[src/rtl/turn_sequencer_if.sv]
// Move-request / board-bank bus between the player input logic, the position
// register bank and the turn sequencer.
interface turn_sequencer_if;
   logic        play;
   logic [3:0]  player_pos;
   logic [31:0] board;
   logic [15:0] PL_en;
   logic [15:0] PC_en;
   logic        illegal_move;
   logic        ready;
   logic        game_over;
   logic [1:0]  winner;
   logic        draw;

   modport master (
      output play, player_pos, board,
      input  PL_en, PC_en, illegal_move, ready, game_over, winner, draw
   );

   modport slave (
      input  play, player_pos, board,
      output PL_en, PC_en, illegal_move, ready, game_over, winner, draw
   );
endinterface

[src/rtl/turn_sequencer.sv]
// 4x4 tic-tac-toe game-flow controller: validates player moves, issues the
// computer's lowest-empty-cell reply and detects wins and draws.
module turn_sequencer (
   input  logic           clock,
   input  logic           reset,
   turn_sequencer_if.slave bus
);
   localparam int unsigned N_CELLS = 16;
   localparam int unsigned CELL_W  = 2;

   typedef enum logic [2:0] {
      S_IDLE, S_PL_WR, S_PL_CHK, S_PC_WR, S_PC_CHK, S_OVER
   } state_t;

   state_t               r_state, w_state_nxt;
   logic [N_CELLS-1:0]   r_pl_en, w_pl_en_nxt;
   logic [N_CELLS-1:0]   r_pc_en, w_pc_en_nxt;
   logic                 r_illegal, w_illegal_nxt;
   logic                 r_ready, w_ready_nxt;
   logic                 r_game_over, w_game_over_nxt;
   logic [CELL_W-1:0]    r_winner, w_winner_nxt;
   logic                 r_draw, w_draw_nxt;

   logic [N_CELLS-1:0]   w_pl_cells, w_pc_cells, w_empty, w_low_empty;
   logic                 w_full, w_pl_line, w_pc_line;

   // True when the marked cells cover any row, column or diagonal.
   function automatic logic has_line(input logic [N_CELLS-1:0] cells);
      logic hit;
      hit = 1'b0;
      for (int r = 0; r < 4; r++) begin
         hit = hit | (&cells[4*r +: 4]);
         hit = hit | (cells[r] & cells[r+4] & cells[r+8] & cells[r+12]);
      end
      hit = hit | (cells[0] & cells[5] & cells[10] & cells[15]);
      hit = hit | (cells[3] & cells[6] & cells[9]  & cells[12]);
      return hit;
   endfunction

   // Per-cell decode; code 11 is occupied but owned by neither side.
   always_comb begin
      w_pl_cells  = '0;
      w_pc_cells  = '0;
      w_empty     = '0;
      w_low_empty = '0;
      for (int i = 0; i < 16; i++) begin
         w_pl_cells[i] = (bus.board[2*i +: 2] == 2'b01);
         w_pc_cells[i] = (bus.board[2*i +: 2] == 2'b10);
         w_empty[i]    = (bus.board[2*i +: 2] == 2'b00);
      end
      for (int i = 15; i >= 0; i--) begin
         if (w_empty[i]) w_low_empty = N_CELLS'(1) << i;
      end
   end

   assign w_full    = (w_empty == '0);
   assign w_pl_line = has_line(w_pl_cells);
   assign w_pc_line = has_line(w_pc_cells);

   always_ff @(posedge clock or negedge reset) begin
      if (!reset) begin
         r_state     <= S_IDLE;
         r_pl_en     <= '0;
         r_pc_en     <= '0;
         r_illegal   <= 1'b0;
         r_ready     <= 1'b1;
         r_game_over <= 1'b0;
         r_winner    <= 2'b00;
         r_draw      <= 1'b0;
      end else begin
         r_state     <= w_state_nxt;
         r_pl_en     <= w_pl_en_nxt;
         r_pc_en     <= w_pc_en_nxt;
         r_illegal   <= w_illegal_nxt;
         r_ready     <= w_ready_nxt;
         r_game_over <= w_game_over_nxt;
         r_winner    <= w_winner_nxt;
         r_draw      <= w_draw_nxt;
      end
   end

   // Next state and next registered outputs; enables and illegal are pulses.
   always_comb begin
      w_state_nxt   = r_state;
      w_pl_en_nxt   = '0;
      w_pc_en_nxt   = '0;
      w_illegal_nxt = 1'b0;
      w_winner_nxt  = r_winner;
      w_draw_nxt    = r_draw;
      case (r_state)
         S_IDLE: begin
            if (bus.play) begin
               if (w_empty[bus.player_pos]) begin
                  w_pl_en_nxt = N_CELLS'(1) << bus.player_pos;
                  w_state_nxt = S_PL_WR;
               end else begin
                  w_illegal_nxt = 1'b1;
               end
            end
         end
         S_PL_WR: w_state_nxt = S_PL_CHK;
         S_PL_CHK: begin
            if (w_pl_line) begin
               w_winner_nxt = 2'b01;
               w_state_nxt  = S_OVER;
            end else if (w_full) begin
               w_draw_nxt  = 1'b1;
               w_state_nxt = S_OVER;
            end else begin
               w_pc_en_nxt = w_low_empty;
               w_state_nxt = S_PC_WR;
            end
         end
         S_PC_WR: w_state_nxt = S_PC_CHK;
         S_PC_CHK: begin
            if (w_pc_line) begin
               w_winner_nxt = 2'b10;
               w_state_nxt  = S_OVER;
            end else if (w_full) begin
               w_draw_nxt  = 1'b1;
               w_state_nxt = S_OVER;
            end else begin
               w_state_nxt = S_IDLE;
            end
         end
         S_OVER: w_illegal_nxt = bus.play;
         default: w_state_nxt = S_IDLE;
      endcase
      w_ready_nxt     = (w_state_nxt == S_IDLE);
      w_game_over_nxt = (w_state_nxt == S_OVER);
   end

   assign bus.PL_en        = r_pl_en;
   assign bus.PC_en        = r_pc_en;
   assign bus.illegal_move = r_illegal;
   assign bus.ready        = r_ready;
   assign bus.game_over    = r_game_over;
   assign bus.winner       = r_winner;
   assign bus.draw         = r_draw;
endmodule

[src/flat_wrapper.sv]
// flat-port wrapper written by rule: the top's interface ports become plain ports
module turn_sequencer_flat 
  (clock, reset, bus_play, bus_player_pos, bus_board, bus_PL_en, bus_PC_en, bus_illegal_move, bus_ready, bus_game_over, bus_winner, bus_draw);
  turn_sequencer_if bus_i ();
  input  logic clock;
  input  logic reset;
  input wire logic [$bits(bus_i.play)-1:0] bus_play;
  input wire logic [$bits(bus_i.player_pos)-1:0] bus_player_pos;
  input wire logic [$bits(bus_i.board)-1:0] bus_board;
  output wire logic [$bits(bus_i.PL_en)-1:0] bus_PL_en;
  output wire logic [$bits(bus_i.PC_en)-1:0] bus_PC_en;
  output wire logic [$bits(bus_i.illegal_move)-1:0] bus_illegal_move;
  output wire logic [$bits(bus_i.ready)-1:0] bus_ready;
  output wire logic [$bits(bus_i.game_over)-1:0] bus_game_over;
  output wire logic [$bits(bus_i.winner)-1:0] bus_winner;
  output wire logic [$bits(bus_i.draw)-1:0] bus_draw;
  assign bus_i.play = bus_play;
  assign bus_i.player_pos = bus_player_pos;
  assign bus_i.board = bus_board;
  assign bus_PL_en = bus_i.PL_en;
  assign bus_PC_en = bus_i.PC_en;
  assign bus_illegal_move = bus_i.illegal_move;
  assign bus_ready = bus_i.ready;
  assign bus_game_over = bus_i.game_over;
  assign bus_winner = bus_i.winner;
  assign bus_draw = bus_i.draw;
  turn_sequencer u_core (.clock(clock), .reset(reset), .bus(bus_i));
endmodule
[config.mk]
export PLATFORM = sky130hd
export DESIGN_NAME = turn_sequencer_flat
export DESIGN_NICKNAME = d
export VERILOG_FILES = /design/src/rtl/turn_sequencer_if.sv /design/src/rtl/turn_sequencer.sv /design/src/flat_wrapper.sv
export SDC_FILE = /design/constraint.sdc
export NUM_CORES = 1
export LEC_CHECK = 0
export CELL_PAD_IN_SITES_DETAIL_PLACEMENT = 0
export CELL_PAD_IN_SITES_GLOBAL_PLACEMENT = 1
export CORE_AREA = 2 2 88 90
export CTS_BUF_LIST = sky130_fd_sc_hd__clkbuf_2 sky130_fd_sc_hd__clkbuf_4 sky130_fd_sc_hd__clkbuf_8
export DETAILED_ROUTE_END_ITERATION = 10
export DIE_AREA = 0 0 90 92
export GPL_TIMING_DRIVEN = 0
export PLACE_DENSITY_LB_ADDON = 0.1
export SKIP_LAST_GASP = 1
export SLEW_MARGIN = 40
export SYNTH_ARGS = -nofsm -noshare
export SYNTH_HDL_FRONTEND = slang
export SYNTH_SLANG_ARGS = --single-unit
[constraint.sdc]
create_clock -name clock -period 2.1 [get_ports clock]
set_input_delay 0.63 -clock clock [delete_from_list [all_inputs] [get_ports clock]]
set_output_delay 0.63 -clock clock [all_outputs]
set_load 0.005 [all_outputs]
==> flow_summary.json <==
{
  "syn_avg_cell_area_um2": 10.0,
  "cp.depth": 9,
  "clk_pin_slew_worst_paths_ps": 80,
  "clock_path_buffers": 2,
  "drv_slew": 0,
  "rsz0062_at_grt": "yes",
  "area_growth_pct": 67.6,
  "drc": 0,
  "required_ps": 2320,
  "synth_top_area_share": 0.456,
  "vias_per_cell": 4.95,
  "synth-edff-count": 0,
  "clk_latency_ps": 300,
  "syn_nets": 258,
  "period_minus_slack_ps": 2780,
  "violations": "setup timing",
  "cpMostUsedCell": "or4_4",
  "fp-row-count": 32,
  "vias": 2162,
  "fin_skew_ps": 6.75,
  "clock-sinks": 41,
  "setup_viol": 20,
  "grt_pass1_vias": 2252,
  "power_density_nw_per_um2": 649,
  "diodes": 0,
  "crit_family": "simple AND/OR/NAND/NOR gates",
  "end_kind": "flip-flop",
  "hold_class": "input port to async pin",
  "grt_max_degree": 42,
  "ant_nets": 0,
  "fillCellCount": 755,
  "cts_root_buf": "clkbuf_8",
  "cp-start-kind": "input port",
  "reg2reg_depth": 7,
  "cts_inserted_buffers": 5,
  "yosys-top-cells-area": "dfrtp_1, nor2_1, nor4bb_1",
  "yosysMostFrequentCell": "dfrtp_1",
  "synth_common_cells": "dfrtp_1, nor2_1, nand2b_1",
  "synth_seq_cells": 41,
  "syn_area_um2": 2200,
  "slew_headroom": 0.664,
  "r2r-start": "u_core.r_state[2]",
  "seqCellArea_um2": 1030,
  "die_y_um": 92,
  "drt_iter0_markers": 74,
  "final_layout_size_suffix_gt1_frac": 0.442,
  "gp_congestion": 0.838,
  "wl_per_cell_um": 15.7,
  "irDropWorstVdd_uv": 236,
  "critPathBufInv": 2,
  "cts_tree": "yes",
  "synth_cell_types": 47,
  "antenna_found_initial": 0,
  "drt-total-wl_um": 6870,
  "status": "finished with violations",
  "floorplan.initialDensity": 0.295,
  "tightestPinTransition_ps": 504,
  "io_buffers": 76,
  "yosys.area.top_type": "dfrtp_1",
  "floorplan.die_area_um2": 8280,
  "startpoint": "bus_player_pos[1]",
  "final.period_utilization": 1.32,
  "firstDrtPassIters": 6,
  "timing.hold.ws_ps": 303,
  "core_um2": 7450,
  "synthCells": 219,
  "grt_use_total": 0.167,
  "grt_pass1_wl_um": 11100,
  "postLayoutSetupSlackWorst_ps": -679,
  "cp_max_fo": 5,
  "setup-tns-final_ps": -11170,
  "dp_hpwl_um": 4960,
  "cpMaxStageDelayCell": "or4_4",
  "critical_path.cell_chain": "buf_8 -> buf_6 -> or4_1 -> o21ai_1 -> nor4_1 -> or4_4 -> or4_4 -> or3_4 -> nor3_2",
  "grt-ovfl-total": 0,
  "synth-seq-area-share": 0.468,
  "worst-setup-path-type": "input port to flip-flop",
  "p_leak_nw": 1.57,
  "ioPinCount": 77,
  "yosys_warnings": 0,
  "final_nets": 373,
  "async_flop_share": 1.00,
  "cts_max_level": 2,
  "worstPathArrival_ps": 3000,
  "hold_buffers": 0,
  "multi_input_area_um2": 1430,
  "cpPeakStageDelay_ps": 560,
  "maxCapViolCount": 0,
  "hold_viol_final": 0,
  "fmax_ghz": 0.360,
  "synth_top_flop_cell": "dfrtp_1",
  "die_x_um": 90
}
## routing by layer
metal / routed length, um / up-vias / global-route usage
met5: 0 / - / 0
met4: 84 / 0 / 0.0538
met3: 289 / 7 / 0.0304
met2: 3280 / 59 / 0.278
met1: 3220 / 1050 / 0.222
li1: - / 1046 / -
## cell type report
type	count	share of cell area
clock inverter	2	0.0102
multi-input combinational	168	0.389
buffer	4	0.0112
sequential	41	0.279
timing repair buffer	110	0.250
tap	102	0.0347
clock buffer	6	0.0224
inverter	4	0.00408
## cell families after synthesis
logic type | after synthesis | share of synthesized area
and+or+nand+nor | 136 | 0.384
DFF | 41 | 0.468
AOI/OAI and AO/OA | 29 | 0.0895
buffers and inverters | 10 | 0.0262
muxes | 3 | 0.0325
## timing repair
action | 4_1_cts | 5_1_grt
setup endpoints to repair | 40 | 37
setup buffers | 24 | 10
pin swaps | 24 | 16
gates cloned | 0 | 0
resized for setup | 193 | 26
## cells in the final DEF (no fill, tap or decap), drive strengths merged, types with 4 or more instances in the layout
cell type       n
o21ai           5
nand3           5
dfrtp          40
or3             4
clkdlybuf4s50  39
buf            63
nand2           8
nor3           14
nand2b         14
nor4bb         10
nor2b          13
inv             4
nor2           27
a21oi           6
o22ai           5
nor4           15
clkbuf         13
or2             5
## sequential cells by signal (all words and copies together), names as in the netlist
name	cells
u_core.bus.game_over	1
u_core.bus.PL_en	16
u_core.bus.draw	1
u_core.r_state	3
u_core.bus.PC_en	16
u_core.bus.illegal_move	1
u_core.bus.winner	2
u_core.bus.ready	1
## report_power, final
part	switching [W]	total (W)	leakage, nW	internal [W]
Combinational	0.000362	0.000782	0.950	0.000421
Sequential	0.0000543	0.000936	0.562	0.000881
Clock	0.000286	0.000672	0.0574	0.000387
Total	0.000702	0.00239	1.57	0.00169
## stage by stage
stage          instances  total power (W)  area [um2]  utilization  worst slack [ps]
6_report             437          0.00239        3680        0.494              -679
3_3_place_gp         397          0.00162        3120        0.419             -1380
5_1_grt              437          0.00251        3680        0.494              -721
3_5_place_dp         397          0.00162        3110        0.418             -1410
4_1_cts              427          0.00238        3540        0.476              -758
2_1_floorplan        219          0.00129        2230            -              -698
## path summary, 6_finish.rpt
kind / endpoint / slack, ps
min: u_core.bus.PC_en[4] / 300
max: u_core.bus.PL_en[12] / -680
min in group clock: u_core.bus.draw / 490
max in group asynchronous: u_core.bus.ready / 1440
max reg2reg: u_core.bus.PC_en[9] / 60
min reg2reg: u_core.bus.draw / 490
Power figures use the tool's default switching activity.
